$ cat config.mk
export PLATFORM = sky130hd
export DESIGN_NAME = pid_coincidence_trigger
export DESIGN_NICKNAME = d
export VERILOG_FILES = /design/src/rtl/pid_trig_pkg.sv /design/src/rtl/pid_coincidence_trigger_hit_sync_edge.sv /design/src/rtl/pid_coincidence_trigger.sv
export SDC_FILE = /design/constraint.sdc
export NUM_CORES = 1
export LEC_CHECK = 0
export CAP_MARGIN = 20
export CORE_ASPECT_RATIO = 2
export CORE_UTILIZATION = 49
export CTS_BUF_LIST = sky130_fd_sc_hd__clkbuf_8
export CTS_CLUSTER_SIZE = 24
export DETAILED_ROUTE_END_ITERATION = 8
export PLACE_DENSITY_LB_ADDON = 0.3
export SETUP_SLACK_MARGIN = 0.1
export SYNTH_ARGS = -nofsm -noshare
export SYNTH_HDL_FRONTEND = slang
export SYNTH_HIERARCHICAL = 1
export SYNTH_SLANG_ARGS = --single-unit
$ cat constraint.sdc
create_clock -name clk -period 14.7 [get_ports clk]
set_clock_uncertainty 0.05 [all_clocks]
set_input_delay 1.47 -clock clk [delete_from_list [all_inputs] [get_ports clk]]
set_output_delay 1.47 -clock clk [all_outputs]
set_load 0.05 [all_outputs]
$ cat src/rtl/pid_trig_pkg.sv
// Shared types and helpers for the PID coincidence trigger.
// Channel counts up to MAX_CH are supported by the popcount helper.
package pid_trig_pkg;

    typedef enum logic [1:0] {
        ST_IDLE   = 2'd0,
        ST_WINDOW = 2'd1,
        ST_FIRE   = 2'd2,
        ST_DEAD   = 2'd3
    } state_t;

    localparam int unsigned MAX_CH    = 64;
    localparam int unsigned POP_W     = $clog2(MAX_CH + 1);
    localparam int unsigned N_CH_DEF  = 8;
    localparam int unsigned CNT_W_DEF = 16;
    localparam int unsigned THR_W_DEF = $clog2(N_CH_DEF + 1);

    function automatic logic [POP_W-1:0] popcount(input logic [MAX_CH-1:0] v);
        logic [POP_W-1:0] cnt;
        cnt = '0;
        for (int i = 0; i < int'(MAX_CH); i++) begin
            cnt = cnt + POP_W'(v[i]);
        end
        return cnt;
    endfunction

    function automatic int unsigned max3(input int unsigned a, input int unsigned b,
                                         input int unsigned c);
        int unsigned m;
        m = (a > b) ? a : b;
        return (m > c) ? m : c;
    endfunction

endpackage

$ cat src/rtl/pid_coincidence_trigger_hit_sync_edge.sv
// One detector channel: 3-flop synchroniser plus rising-edge detector.
// An edge is only reported once the channel has been seen low after reset.
module hit_sync_edge (
    input  logic clk,
    input  logic rst,
    input  logic i_hit,
    output logic o_hit_new_c
);

    logic r_sync1;
    logic r_sync2;
    logic r_sync3;
    logic r_vld;
    logic r_arm;

    // r_vld marks that r_sync1 holds a real post-reset sample
    always_ff @(posedge clk or posedge rst) begin
        if (rst) begin
            r_sync1 <= 1'b0;
            r_sync2 <= 1'b0;
            r_sync3 <= 1'b0;
            r_vld   <= 1'b0;
            r_arm   <= 1'b0;
        end else begin
            r_sync1 <= i_hit;
            r_sync2 <= r_sync1;
            r_sync3 <= r_sync2;
            r_vld   <= 1'b1;
            r_arm   <= r_arm | (r_vld & ~r_sync1);
        end
    end

    assign o_hit_new_c = r_sync2 & ~r_sync3 & r_arm;

endmodule

$ cat src/rtl/pid_coincidence_trigger.sv
// PID coincidence trigger: per-channel edge detect, coincidence window,
// fixed-width trigger with deadtime, and saturating trigger/lost counters.
module pid_coincidence_trigger
    import pid_trig_pkg::*;
#(
    parameter int unsigned N_CH       = N_CH_DEF,
    parameter int unsigned WINDOW     = 4,
    parameter int unsigned TRIG_WIDTH = 2,
    parameter int unsigned DEADTIME   = 16,
    parameter int unsigned CNT_W      = CNT_W_DEF
) (
    input  logic                        clk,
    input  logic                        rst,
    input  logic [N_CH-1:0]             hit_in,
    input  logic                        enable,
    input  logic [$clog2(N_CH+1)-1:0]   min_hits,
    input  logic                        clear_counts,
    output logic                        trig_out,
    output logic [N_CH-1:0]             trig_mask,
    output logic                        busy,
    output logic [CNT_W-1:0]            trig_count,
    output logic [CNT_W-1:0]            lost_count
);

    localparam int unsigned CNT_MAX = max3(WINDOW, TRIG_WIDTH, DEADTIME);
    localparam int unsigned CW      = $clog2(CNT_MAX + 1);
    localparam logic [CNT_W-1:0] SAT_V = '1;

    state_t              r_state;
    state_t              w_state_nxt;
    logic [CW-1:0]       r_cnt;
    logic [CW-1:0]       w_cnt_nxt;
    logic [N_CH-1:0]     r_pattern;
    logic [N_CH-1:0]     w_pattern_nxt;
    logic [N_CH-1:0]     w_hit_new;
    logic [N_CH-1:0]     w_cand;
    logic [POP_W-1:0]    w_thr;
    logic                w_any_new;
    logic                w_accept;
    logic                w_met;
    logic                w_fire;
    logic                w_lost;

    logic                r_trig_out;
    logic                r_busy;
    logic [N_CH-1:0]     r_trig_mask;
    logic [CNT_W-1:0]    r_trig_count;
    logic [CNT_W-1:0]    r_lost_count;

    for (genvar g = 0; g < int'(N_CH); g++) begin : g_ch
        hit_sync_edge u_sync (
            .clk         (clk),
            .rst         (rst),
            .i_hit       (hit_in[g]),
            .o_hit_new_c (w_hit_new[g])
        );
    end

    assign w_any_new = |w_hit_new;
    assign w_accept  = enable & ((r_state == ST_IDLE) | (r_state == ST_WINDOW));
    assign w_cand    = r_pattern | (w_hit_new & {N_CH{w_accept}});
    assign w_thr     = (min_hits == '0) ? POP_W'(1) : POP_W'(min_hits);
    assign w_met     = popcount(MAX_CH'(w_cand)) >= w_thr;
    assign w_lost    = enable & w_any_new & ((r_state == ST_FIRE) | (r_state == ST_DEAD));

    always_ff @(posedge clk or posedge rst) begin
        if (rst) begin
            r_state   <= ST_IDLE;
            r_cnt     <= '0;
            r_pattern <= '0;
        end else begin
            r_state   <= w_state_nxt;
            r_cnt     <= w_cnt_nxt;
            r_pattern <= w_pattern_nxt;
        end
    end

    // r_cnt is shared: window age, trigger width, then deadtime
    always_comb begin
        w_state_nxt   = r_state;
        w_cnt_nxt     = r_cnt;
        w_pattern_nxt = r_pattern;
        w_fire        = 1'b0;
        case (r_state)
            ST_IDLE: begin
                if (enable && w_any_new) begin
                    if (w_met) begin
                        w_fire = 1'b1;
                    end else if (WINDOW > 1) begin
                        w_state_nxt   = ST_WINDOW;
                        w_pattern_nxt = w_hit_new;
                        w_cnt_nxt     = CW'(1);
                    end
                end
            end
            ST_WINDOW: begin
                if (!enable) begin
                    w_state_nxt   = ST_IDLE;
                    w_pattern_nxt = '0;
                end else if (w_met) begin
                    w_fire = 1'b1;
                end else if (r_cnt == CW'(WINDOW - 1)) begin
                    w_state_nxt   = ST_IDLE;
                    w_pattern_nxt = '0;
                end else begin
                    w_pattern_nxt = w_cand;
                    w_cnt_nxt     = r_cnt + CW'(1);
                end
            end
            ST_FIRE: begin
                if (r_cnt == CW'(TRIG_WIDTH)) begin
                    w_state_nxt = (DEADTIME == 0) ? ST_IDLE : ST_DEAD;
                    w_cnt_nxt   = CW'(1);
                end else begin
                    w_cnt_nxt = r_cnt + CW'(1);
                end
            end
            ST_DEAD: begin
                if (r_cnt == CW'(DEADTIME)) begin
                    w_state_nxt = ST_IDLE;
                    w_cnt_nxt   = '0;
                end else begin
                    w_cnt_nxt = r_cnt + CW'(1);
                end
            end
            default: begin
                w_state_nxt   = ST_IDLE;
                w_cnt_nxt     = '0;
                w_pattern_nxt = '0;
            end
        endcase
        if (w_fire) begin
            w_state_nxt   = ST_FIRE;
            w_cnt_nxt     = CW'(1);
            w_pattern_nxt = '0;
        end
    end

    // Outputs are registered from the next state so trig_out aligns with FIRE
    always_ff @(posedge clk or posedge rst) begin
        if (rst) begin
            r_trig_out   <= 1'b0;
            r_busy       <= 1'b0;
            r_trig_mask  <= '0;
            r_trig_count <= '0;
            r_lost_count <= '0;
        end else begin
            r_trig_out <= (w_state_nxt == ST_FIRE);
            r_busy     <= (w_state_nxt == ST_FIRE) | (w_state_nxt == ST_DEAD);
            if (w_fire) begin
                r_trig_mask <= w_cand;
            end
            if (clear_counts) begin
                r_trig_count <= '0;
                r_lost_count <= '0;
            end else begin
                if (w_fire && (r_trig_count != SAT_V)) begin
                    r_trig_count <= r_trig_count + CNT_W'(1);
                end
                if (w_lost && (r_lost_count != SAT_V)) begin
                    r_lost_count <= r_lost_count + CNT_W'(1);
                end
            end
        end
    end

    assign trig_out   = r_trig_out;
    assign busy       = r_busy;
    assign trig_mask  = r_trig_mask;
    assign trig_count = r_trig_count;
    assign lost_count = r_lost_count;

endmodule

==> flow_metrics.py, run 1 <==
metrics = {
    "logic_synthesis": {
        "synth_nets": 474,
        "yosys.area.top_type": "dfrtp_1",
        "synthFlopType": "dfrtp_1",
        "synth_top_area_share_pct": 54.2,
        "yosysSeqAreaShare_pct": 54.2,
        "netlist_area_sq_mm": 0.00448,
        "synthCells": 442,
        "yosys-top-cells-count": "dfrtp_1 (97), nor2_1 (45), nand2_1 (43)",
        "postSynthAreaPerCell_sq_um": 10.1,
        "yosysWarnings": 6,
        "synth.most_common_cell": "dfrtp_1",
        "synth-edff-count": 0,
        "ys_types": 47,
        "async_flop_share_pct": 100,
        "yosys_register_bits": 97,
        "yosys-top-cells-area": "dfrtp_1 (54%), xnor2_1 (4.3%), nor2_1 (3.8%)",
    },
    "clock_tree": {
        "clk_pin_slew_worst_paths_ns": 0.09,
        "hold_buffers": 0,
        "clockBufferDepth": 2,
        "cts_made_buffers": 9,
        "htree_levels": 3,
        "clk_latency_ns": 0.36,
        "ctsResizeCount": 0,
        "clock-sinks": 97,
        "tritoncts": "yes",
        "post-cts-setup-buffers": 0,
        "root_buffer": "clkbuf_8",
    },
    "grt": {
        "antenna_found_initial": 0,
        "grt_usage_pct": 20.2,
        "grt_pass1_vias": 3425,
        "grt-ovfl-total": 0,
        "grt_pass1_wl_um": 15200,
        "grt_max_degree": 58,
    },
    "detailed_routing": {
        "postRouteAntennaNets": 0,
        "vias": 3308,
        "wirelength_um": 8830,
        "drtPass1Iterations": 4,
        "post-route-drc-count": 0,
        "drt_first_iter_violations": 149,
        "avgViaCountPerCell": 5.48,
        "routedWlPerCell_um": 14.6,
    },
    "run": {
        "cap_violations": 0,
    },
    "floorplan": {
        "core.rowCount": 49,
        "die_x_um": 69.6,
        "die_y_um": 137,
        "initial_utilization_pct": 50.1,
        "pin_count": 58,
        "fp.dieArea_sq_mm": 0.00956,
        "core_area_sq_mm": 0.00895,
    },
    "placed_design": {
        "gp_congestion": 0.888,
        "io_buffer_count": 57,
        "dp_hpwl_um": 6570,
    },
    "setup_path": {
        "start_kind": "input pin",
        "worstPathArrival_ns": 7.35,
        "cp.required_ns": 14.94,
        "crit_fanout": 20,
        "crit_type": "in -> reg",
        "endpoint_kind": "register",
    },
    "power": {
        "powerDensity_mw_per_mm2": 152,
        "switchingPower_mw": 0.308,
        "intPower_mw": 0.501,
        "power.leakage_nw": 2.35,
        "p_comb_share_pct": 38.8,
        "worst_ir_drop_vdd_uv": 118,
        "seqPwrFrac_pct": 41.4,
        "power.clock.fraction_pct": 19.8,
        "p_sw_share_pct": 38.1,
    },
    "timing": {
        "final_max_slew_viol_count": 0,
        "fin_crit_ns": 7.11,
        "maxSlewHeadroom_pct": 42.1,
        "whs_ns": 0.327,
        "finalSetupViolCount": 0,
        "max_slew.worst_pin.slew_ns": 0.861,
        "max_freq_ghz": 0.141,
        "setup_tns_ns": 0,
        "timing.final.crit_share_pct": 48.4,
        "rsz0062_at_grt": "false",
        "hold_viol": 0,
    },
    "final_layout": {
        "layout-drive-gt1-share_pct": 5.18,
        "multi_input_area_sq_mm": 0.00182,
        "antenna_cells": 0,
        "area_delta_synth_final_pct": 18.4,
        "seqCellArea_sq_mm": 0.00243,
        "fillCellCount": 778,
        "nets": 531,
    },
    "worst_hold_path": {
        "hold_path_class": "reg -> reg",
    },
    "outcome": {
        "status": "completed",
    },
}
[cells by family after synthesis]
logic type                 Yosys count  synth area share [%]
buffers and inverters               56                  5.19
DFF                                 97                  54.2
other                                8                 0.670
adders and majority gates           16                  5.14
AOI/OAI and AO/OA                   75                  10.6
xor gates and xnor gates            26                  5.08
muxes                                3                 0.698
and+or+nand+nor                    161                  18.4
[through the flow]
stage	util [%]	cell area, sq um	setup slack [ns]	total power, mW	cells
after floorplan	-	4480	8.59	0.568	442
after global placement	57.3	5130	7.33	0.645	590
after detailed placement	57.3	5130	7.19	0.653	590
after CTS	59.3	5310	7.57	0.817	604
after global routing	59.3	5310	7.11	0.873	604
final	59.3	5310	7.59	0.809	604
[flip-flops by register name, summed over array words and instances, names as in the netlist, 2 cells and up]
register,cells
g_ch.u_sync/r_sync2,8
g_ch.u_sync/r_vld,8
lost_count,16
trig_count,16
g_ch.u_sync/r_sync3,8
r_cnt,5
trig_mask,8
g_ch.u_sync/r_arm,8
r_state,2
r_pattern,8
g_ch.u_sync/r_sync1,8
[area by class of cell]
class | count | area share, %
Clock buffer | 9 | 2.33
Clock inverter | 5 | 0.967
Inverter | 41 | 2.90
Multi-Input combinational cell | 289 | 34.3
Sequential cell | 97 | 45.7
Tap cell | 102 | 2.41
Timing Repair Buffer | 61 | 11.3
[path summary, 6_finish.rpt]
| kind | from | end | slack, ns | cells after the start |
|---|---|---|---|---|
| min in group asynchronous | rst | g_ch[6].u_sync/r_vld$_DFF_PP0_ | 1.59 | 2 |
| max reg2reg | r_state[1]$_DFF_PP0_ | r_cnt[2]$_DFFE_PP0P_ | 8.67 | 18 |
| max in group asynchronous | rst | lost_count[3]$_DFFE_PP0P_ | 12.24 | 3 |
| min | g_ch[6].u_sync/r_sync1$_DFF_PP0_ | g_ch[6].u_sync/r_sync2$_DFF_PP0_ | 0.33 | 0 |
| min reg2reg | g_ch[6].u_sync/r_sync1$_DFF_PP0_ | g_ch[6].u_sync/r_sync2$_DFF_PP0_ | 0.33 | 0 |
| max | enable | r_cnt[2]$_DFFE_PP0P_ | 7.59 | 19 |
[placed cells by master (no fill, tap or decap), types with 2 or more instances in the layout]
master,instances
a21o_1,10
o21a_1,3
xor2_1,4
inv_1,42
clkbuf_8,9
and4_1,5
dfrtp_1,97
conb_1,8
nor2b_1,6
nor2_1,45
nand2_1,43
mux2i_1,2
buf_4,4
a21boi_0,2
clkdlybuf4s50_1,57
o22ai_1,3
o21ai_0,22
nand2b_1,4
or3_1,3
nand3_1,16
a22o_1,9
xnor2_1,22
nor3_1,9
and3_1,7
nor4_1,3
ha_1,12
nand4_1,8
a31oi_1,2
fa_1,4
nor4_2,6
a21oi_1,17
[power by group through the flow]
| stage | logic (mW) | registers, mW | clock network, mW |
|---|---|---|---|
| finish | 0.314 | 0.334 | 0.160 |
| CTS | 0.317 | 0.334 | 0.166 |
| floorplan | 0.200 | 0.367 | 0 |
| global route | 0.359 | 0.340 | 0.175 |
| detailed placement | 0.315 | 0.339 | 0 |
| global placement | 0.307 | 0.339 | 0 |
[per-layer routing]
layer	track usage (%)	routed length, um	up-vias
li1	-	-	1576
met1	20.8	3340	1626
met2	37.9	4900	79
met3	3.95	271	27
met4	11.0	314	0
met5	0	0	-
[critical path, cell delays in order]
cell,delay [ns]
clkdlybuf4s50_1,0.55
nor2b_1,0.56
a21oi_1,0.21
inv_1,0.11
fa_1,0.43
fa_1,0.49
inv_1,0.05
fa_1,0.47
inv_1,0.04
ha_1,0.20
fa_1,0.39
xor2_1,0.16
ha_1,0.21
a2111oi_0,0.62
or4b_1,0.46
buf_4,0.33
and3_1,0.29
a21oi_1,0.10
o22ai_1,0.20
Power figures use the tool's default switching activity.
==> inputs of run 2 (changes only) <==
Clock period 14.7 ns to 6.38 ns, I/O delays scaled along.
==> flow_metrics.py, run 2 (synthesis gave the netlist of run 1 again) <==
metrics = {
    "clock_tree": {
        "clk_latency_ns": 0.37,
        "htree_levels": 3,
        "hold_buffers": 0,
        "clockBufferDepth": 2,
        "root_buffer": "clkbuf_8",
        "ctsResizeCount": 0,
        "tritoncts": "yes",
        "cts_made_buffers": 9,
        "clk_pin_slew_worst_paths_ns": 0.09,
        "clock-sinks": 97,
        "post-cts-setup-buffers": 0,
    },
    "timing": {
        "final_max_slew_viol_count": 0,
        "whs_ns": 0.335,
        "fin_crit_ns": 6.03,
        "timing.final.crit_share_pct": 94.6,
        "finalSetupViolCount": 0,
        "rsz0062_at_grt": "false",
        "maxSlewHeadroom_pct": 48.1,
        "max_freq_ghz": 0.166,
        "max_slew.worst_pin.slew_ns": 0.771,
        "hold_viol": 0,
        "setup_tns_ns": 0,
    },
    "setup_path": {
        "worst-path-buf-inv": 6,
        "path_common_cell": "fa_1",
        "crit_fanout": 10,
        "worstPathArrival_ns": 6.30,
        "endpoint_kind": "register",
        "start_kind": "input pin",
        "crit_chain": "clkdlybuf4s50_1 -> nor2b_1 -> buf_4 -> a21oi_1 -> inv_1 -> fa_1 -> fa_1 -> inv_1 -> fa_1 -> inv_1 -> ha_1 -> fa_1 -> xor2_1 -> ha_1 -> a2111oi_0 -> or4b_1 -> buf_4 -> nor2b_1 -> a22o_1",
        "crit_path_max_incr_delay_ns": 0.61,
        "crit_type": "in -> reg",
        "cp.required_ns": 6.64,
        "reg2reg_slack_ns": 0.87,
        "critPathTopFamily": "adder cells",
        "critical-path-slowest-cell": "a2111oi_0",
    },
    "detailed_routing": {
        "wirelength_um": 9260,
        "drt_first_iter_violations": 130,
        "post-route-drc-count": 0,
        "postRouteAntennaNets": 0,
        "vias": 3375,
        "avgViaCountPerCell": 5.51,
        "drtPass1Iterations": 4,
        "routedWlPerCell_um": 15.1,
    },
    "grt": {
        "grt-ovfl-total": 0,
        "grt_usage_pct": 20.6,
        "grt_pass1_wl_um": 15300,
        "grt_max_degree": 58,
        "grt_pass1_vias": 3416,
        "antenna_found_initial": 0,
    },
    "power": {
        "powerDensity_mw_per_mm2": 361,
        "p_comb_share_pct": 39.6,
        "seqPwrFrac_pct": 39.3,
        "intPower_mw": 1.19,
        "power.leakage_nw": 2.39,
        "worst_ir_drop_vdd_uv": 258,
        "finalPower_mw": 1.94,
        "switchingPower_mw": 0.751,
        "p_sw_share_pct": 38.7,
        "power.clock.fraction_pct": 21.0,
    },
    "final_layout": {
        "nets": 537,
        "antenna_cells": 0,
        "mostFrequentLayoutCell": "dfrtp_1",
        "fillCellCount": 774,
        "seqCellArea_sq_mm": 0.00243,
        "area_delta_synth_final_pct": 20.0,
        "multi_input_area_sq_mm": 0.00182,
        "layout-drive-gt1-share_pct": 7.06,
        "layout_common_cells": "dfrtp_1 (97), clkdlybuf4s50_1 (57), nor2_1 (45)",
    },
    "worst_hold_path": {
        "hold_path_class": "reg -> reg",
    },
    "floorplan": {
        "core_area_sq_mm": 0.00895,
        "fp.dieArea_sq_mm": 0.00956,
        "core.rowCount": 49,
        "die_x_um": 69.6,
        "initial_utilization_pct": 50.1,
        "die_y_um": 137,
        "pin_count": 58,
    },
    "outcome": {
        "status": "completed",
    },
    "placed_design": {
        "gp_congestion": 0.827,
        "dp_hpwl_um": 6970,
        "io_buffer_count": 57,
    },
    "run": {
        "cap_violations": 0,
    },
}
run 2: cell count changes in the layout (fill, tap and decap cells not counted), sizes merged:
cell      previous run  this run
clkinvlp             0         1
clkbuf               9        10
buf                  4        10
inv                 43        42
clkinv               2         3
run 2: metrics by stage:
step	util, %	instances	worst slack (ns)	cell area [sq um]
floorplan	-	442	1.11	4480
global placement	57.8	596	0.308	5180
detailed placement	57.8	596	0.0122	5180
CTS	60.1	612	0.398	5380
global route	60.1	612	0.113	5380
finish	60.1	612	0.345	5380
run 2: power groups by stage:
stage	clock [mW]	sequential (mW)	combinational [mW]
after floorplan	0	0.847	0.461
after global placement	0	0.771	0.721
after detailed placement	0	0.772	0.767
after CTS	0.417	0.762	0.771
after global routing	0.445	0.772	0.854
final	0.409	0.764	0.770
run 2: cell type report:
| class | count | share of cell area [%] |
|---|---|---|
| flip-flops and latches | 97 | 45.1 |
| multi-input cells | 289 | 33.9 |
| repair buffers | 67 | 12.0 |
| inverters | 41 | 2.86 |
| clock buffers | 10 | 2.56 |
| well taps | 102 | 2.37 |
| clock inverters | 6 | 1.21 |
run 2: layer usage:
| metal | track usage (%) | vias up | part of all wire [%] |
|---|---|---|---|
| met2 | 38.0 | 102 | 55 |
| met5 | 0 | - | 0 |
| met3 | 4.24 | 30 | 3.6 |
| li1 | - | 1598 | - |
| met1 | 21.5 | 1645 | 38 |
| met4 | 11.8 | 0 | 3.5 |
run 2: worst reg2reg max path, cell delays in order, from the launching register on:
cell       delay, ns
dfrtp_1         0.37
nor2b_1         0.05
buf_4           0.16
a21oi_1         0.26
inv_1           0.10
fa_1            0.50
fa_1            0.49
inv_1           0.05
fa_1            0.48
inv_1           0.04
ha_1            0.19
fa_1            0.39
xor2_1          0.16
ha_1            0.22
a2111oi_0       0.61
or4b_1          0.36
buf_4           0.20
nor2b_1         0.54
a22o_1          0.23
run 2: final timing paths:
| kind | depth (start not counted) | endpoint | startpoint |
|---|---|---|---|
| setup / recovery | 19 | r_pattern[3]$_DFFE_PP0P_ | enable |
| hold / removal | 0 | g_ch[4].u_sync/r_sync3$_DFF_PP0_ | g_ch[4].u_sync/r_sync2$_DFF_PP0_ |
| setup reg to reg | 18 | r_pattern[3]$_DFFE_PP0P_ | r_state[1]$_DFF_PP0_ |
| hold reg to reg | 0 | g_ch[4].u_sync/r_sync3$_DFF_PP0_ | g_ch[4].u_sync/r_sync2$_DFF_PP0_ |
| max in group asynchronous | 3 | trig_count[10]$_DFFE_PP0P_ | rst |
| min in group asynchronous | 2 | g_ch[0].u_sync/r_vld$_DFF_PP0_ | rst |
==> patch 1, RTL diff (config.mk and constraints of run 2) <==
Change the package constant `N_CH_DEF` from 8 to 4.
--- a/src/rtl/pid_trig_pkg.sv
+++ b/src/rtl/pid_trig_pkg.sv
@@ -13,3 +13,3 @@
     localparam int unsigned POP_W     = $clog2(MAX_CH + 1);
-    localparam int unsigned N_CH_DEF  = 8;
+    localparam int unsigned N_CH_DEF  = 4;
     localparam int unsigned CNT_W_DEF = 16;
Interface: changed (resized hit_in, min_hits and trig_mask); port bits go from 58 to 49. No check against the original RTL was run, so the function may have changed too.
==> patch 1 against run 2 <==
Routed wire length is 23% lower. Sequential cell count is 28 lower. Final cell count is 20% lower. Sequential share of layout area is 4.9 points lower. Final area is 20% lower. Fmax is 49% higher. Worst setup slack better by 2000 ps. Synthesized area is 21% lower. Largest cell class unchanged.
Power is not compared: it rests on default switching activity, and its combinational part moved more than twofold at a synthesized area within 25%.
==> patch 1: results (changes against run 2) <==
* Initial DRC Count at 134 (+3.1%)
* Hold Path Class: reg -> reg
* Worst hold endpoint: g_ch[0].u_sync/r_sync2$_DFF_PP0_
* Async SR Flop Fraction at 100.0% (unchanged)
* CP max-delay cell: clkdlybuf4s50_1
* # nets final at 416 (-23%)
* Rel. slew slack at 44.80% (-3.3 points)
* Worst skew pair latency at 350 ps (-20 ps)
* Worst Min Path Start: g_ch[0].u_sync/r_sync1$_DFF_PP0_
* RePlAce Congestion at 0.8196 (-0.83%)
* Maximum fanout along the worst path at 12 (+2)
* Register area share after synthesis at 49.02% (-5.1 points)
* Slowest Stage Delay on Critical Path at 570 ps (-40 ps)
* Post-synth top cells: dfrtp_1 (69), nor2_1 (37), inv_1 (22), nand2_1 (22), nand3_1 (19)
* Routed wire length per instance at 14.51 microns (-4.1%)
* Top area cells in the synthesized netlist: dfrtp_1 (49%), nor2_1 (3.9%), ha_1 (3.6%)
* Syn_nets at 366 (-23%)
* Vias at 2727 (-19%)
* Hold Slack at 332.8 ps (-2.489 ps)
* R2R setup slack at 2500 ps (+1630 ps)
* Crit path arrival time at 4280 ps (-2020 ps)
* Clock-pin slew of the registers on the worst-case setup and hold paths at 70 ps (-20 ps)
* # fillers at 575 (-26%)
* CTS max path bufs at 2 (unchanged)
* Largest net degree at the start of global routing at 50 (-14%)
* Avg Inst Size Synth at 10.24 sq um (+0.98%)
* Layout cell share with drive strength beyond 1 at 10.03% (+3.0 points)
* Port bufs at 48 (-16%)
* Reg-to-Reg End: trig_count[7]$_DFFE_PP0P_
* DP HPWL at 5144 microns (-26%)
* Status: completed
* First-pass GRT wire length at 12130 microns (-21%)
* Reg2Reg Depth at 11 (-7)
* Distinct cells, synth at 62 (+32%)
* Total Routed Length at 7096 microns (-23%)
* Post-Place Cells at 472 (-21%)
* GRT Util Overall at 21.65% (+1.0 points)
[patch 1: cell types whose count changed after synthesis, sizes merged, moves of 5 or more]
| cell | change |
|---|---|
| mux2 | +7 |
| o21ai | -13 |
| nor2 | -8 |
| or4 | +6 |
| nor3 | -5 |
| xnor2 | -15 |
| dfrtp | -28 |
| a211oi | +5 |
| nand2 | -21 |
| inv | -19 |
[patch 1: logic make-up (layout without fill, tap and decap cells)]
| family | after synthesis | count (layout) | synth area share (%) |
|---|---|---|---|
| and+or+nand+nor | 134 | 134 | 21.24 |
| other | 4 | 4 | 0.4262 |
| buffers and inverters | 33 | 88 | 3.872 |
| muxes | 11 | 11 | 3.410 |
| xor gates and xnor gates | 14 | 14 | 3.481 |
| adders and majority gates | 11 | 11 | 4.121 |
| AOI/OAI and AO/OA | 68 | 68 | 14.42 |
| DFF | 69 | 69 | 49.02 |
[patch 1: worst reg2reg max path, delay by kind of cell (launching register included)]
family / cells / cell delay [ps]
adder cells (fa/ha/maj): 4 / 1240
AO/OA/AOI/OAI: 4 / 1060
flip-flops: 1 / 710
AND/OR/NAND/NOR: 3 / 770
[patch 1: how the worst max path moves through the flow]
stage | start | to | slack, ps | cells after the start
3_5_place_dp | enable | trig_count[7]$_DFFE_PP0P_ | 1970 | 12
2_1_floorplan | enable | trig_count[5]$_DFFE_PP0P_ | 2870 | 12
5_1_grt | enable | trig_count[7]$_DFFE_PP0P_ | 2120 | 12
6_report | enable | trig_count[7]$_DFFE_PP0P_ | 2330 | 12
4_1_cts | enable | trig_count[7]$_DFFE_PP0P_ | 2350 | 12
3_3_place_gp | enable | trig_count[7]$_DFFE_PP0P_ | 2120 | 12
[patch 1: where the power goes]
group | leakage (nW) | switching (mW) | internal, mW | total (mW)
logic | 0.865 | 0.216 | 0.141 | 0.357
registers | 0.881 | 0.0597 | 0.486 | 0.546
clock network | 0.104 | 0.166 | 0.190 | 0.356
total | 1.85 | 0.442 | 0.817 | 1.26
[patch 1: layer usage]
metal / GRT usage, % / up-vias / wire length [microns]
li1: - / 1331 / -
met1: 25.05 / 1327 / 2836
met2: 36.24 / 59 / 3923
met3: 4.989 / 10 / 210
met4: 10.00 / 0 / 126
met5: 0 / - / 0
[patch 1: cell type report]
class,count,area share (%)
tap,90,2.625
timing repair buffer,50,11.84
sequential,69,40.25
multi-input combinational,242,38.67
clock buffer,10,3.208
clock inverter,6,1.487
inverter,22,1.925
[patch 1: metrics by stage]
stage | util, % | instance area, sq um | setup WS (ps) | total power, mW
after floorplan | - | 3522 | 2871 | 0.8123
after global placement | 58.63 | 4069 | 2123 | 0.8958
after detailed placement | 58.63 | 4069 | 1965 | 0.9087
after CTS | 61.53 | 4270 | 2353 | 1.270
after global routing | 61.82 | 4290 | 2124 | 1.335
final | 61.82 | 4290 | 2329 | 1.259
==> patch 2, RTL diff (flow settings as in run 2) <==
Without the edit above. Put one more register stage on the output `lost_count`, cleared by the reset. The value now appears one clock later. The other outputs are not delayed to match.
--- a/src/rtl/pid_coincidence_trigger.sv
+++ b/src/rtl/pid_coincidence_trigger.sv
@@ -170,3 +170,9 @@
     assign trig_count = r_trig_count;
-    assign lost_count = r_lost_count;
+    always_ff @(posedge clk or posedge rst) begin
+        if (rst) begin
+            lost_count <= '0;
+        end else begin
+            lost_count <= r_lost_count;
+        end
+    end
 
Behaviour: not the same (a bounded check fails within 10 cycles, from zero or initial values and one cycle with rst high).
==> patch 2 against run 2 <==
Fmax is 2.8% higher. Synthesized cell count is 1.1% higher. Power is 20% higher. Routed wire length is 7.8% higher. Combinational power is 14% higher. Final area is 10% higher. Synthesized area is 7.6% higher. Sequential cell count is 16 higher. Clock power is 38% higher. Critical path depth stayed put. Hold slack worse by 13 ps. Worst setup slack better by 170 ps. Critical path type unchanged.
==> patch 2: results (changes against run 2) <==
* Final setup vio count at 0 (unchanged)
* Clock-pin slew of the registers on the worst-case setup and hold paths at 70 ps (-20 ps)
* RePlAce Congestion at 0.8126 (-1.7%)
* M1 wire length at 3592 microns (+1.7%)
* Nonclk inv count at 35 (-15%)
* Rel. slew slack at 40.10% (-8.0 points)
* Resize count post-CTS at 0 (unchanged)
* Routed wire length per instance at 15.19 microns (+0.41%)
* Post-Place Cells at 625 (+4.9%)
* Met1 usage at 20.26% (-1.2 points)
* # nets final at 548 (+2.0%)
* Met3 Usage GRT at 7.011% (+2.8 points)
* Register area share after synthesis at 58.64% (+4.5 points)
* P_leak at 2.807 nW (+18%)
* M2 GR Usage at 39.25% (+1.2 points)
* Top area cells in the synthesized netlist: dfrtp_1 (59%), xor2_1 (5.3%), nor2_1 (4.4%)
* H-tree depth at 4 (+1)
* NonClk Buf Share at 11.12% (-0.88 points)
* CP top delay family: adder cells
* Number of cell rows at 50 (+2.0%)
* Placed cell area at 5550 sq um (+7.2%)
* Setup WS pre-CTS at 108.2 ps (+95.93 ps)
* CTS Buf Count at 17 (+8)
* Post-synth top cells: dfrtp_1 (113), nor2_1 (57), inv_1 (35), nand2_1 (30), xor2_1 (29)
* DP HPWL at 7291 microns (+4.6%)
* Seq cells post-synth at 113 (+16%)
* Flip-flop and latch area at 2828 sq um (+16%)
* Peak supply drop at 0.2621 mV (+1.5%)
* Crit path arrival time at 6180 ps (-120 ps)
* Distinct cells, synth at 46 (-2.1%)
* Synth Flop Type: dfrtp_1
* Largest net degree at the start of global routing at 74 (+28%)
* Slowest Stage Delay on Critical Path at 550 ps (-60 ps)
* Worst skew pair latency at 430 ps (+60 ps)
* Area grow syn2layout at 22.70%
* Met2 wire length at 5867 microns (+16%)
* Status: completed
* Syn_nets at 479 (+1.1%)
* Area of the multi-input gates at 1805 sq um (-0.89%)
* First-pass GRT wire length at 16140 microns (+5.6%)
* Vias at 3475 (+3.0%)
* Vias/cell at 5.289 (-4.1%)
* CLK BUF at 21 (+11)
* Avg Inst Size Synth at 10.79 sq um (+6.4%)
* Max layer used: met4
* Final clock-cell share at 5.604% (+1.8 points)
* Non-CTS buffers at 66 (-1.5%)
* Layout cell share with drive strength beyond 1 at 8.729% (+1.7 points)
* Multi-input combinational cell count at 283 (-2.1%)
* Wire length on met3 at 300 microns (-11%)
* Initial DRC Count at 163 (+25%)
* # fillers at 785 (+1.4%)
* GRT Util Overall at 21.34% (+0.72 points)
* CP max-delay cell: clkdlybuf4s50_1
* Maximum fanout along the worst path at 9 (-1)
==> patch 2: cell count changes after synthesis, sizes merged, moves of 7 or more <==
cell	before	now
xor2	4	29
xnor2	22	2
o21ai	22	3
dfrtp	97	113
nand2	43	30
nor2	45	57
o31ai	1	10
nand4	8	15
==> patch 2: worst reg2reg max path, stage by stage, from the launching register on <==
cell and delay, ps:
dfrtp_1 490, nor2b_1 530, a21oi_1 200, inv_1 110
fa_1 430, fa_1 500, inv_1 50, fa_1 490
inv_1 50, ha_1 200, fa_1 390, xor2_1 160
ha_1 320, a311oi_1 330, buf_4 200, a211oi_4 60
or3_1 500, or3_1 340, o2bb2ai_1 140
==> patch 2: report_power, final <==
group	internal, mW	switching (mW)
clock	0.297	0.266
sequential	0.805	0.0794
combinational	0.337	0.541
total	1.44	0.887
==> patch 2: kinds of logic after synthesis <==
family	synth area share, %
compound gates	9.679
xor+xnor	5.631
fa+ha+maj	4.774
buf+inv	4.074
flops	58.64
mux	0.2076
other cells	0.6228
simple gates	16.37
==> patch 2: worst paths after layout <==
check	from	endpoint	slack, ps	cells after the start
setup / recovery	enable	r_cnt[2]$_DFFE_PP0P_	510	19
hold / removal	g_ch[4].u_sync/r_sync2$_DFF_PP0_	g_ch[4].u_sync/r_sync3$_DFF_PP0_	320	0
setup reg to reg	r_state[1]$_DFF_PP0_	r_cnt[2]$_DFFE_PP0P_	780	18
hold reg to reg	g_ch[4].u_sync/r_sync2$_DFF_PP0_	g_ch[4].u_sync/r_sync3$_DFF_PP0_	320	0
max in group asynchronous	rst	r_lost_count[2]$_DFFE_PP0P_	4660	3
min in group asynchronous	rst	g_ch[4].u_sync/r_sync3$_DFF_PP0_	690	2
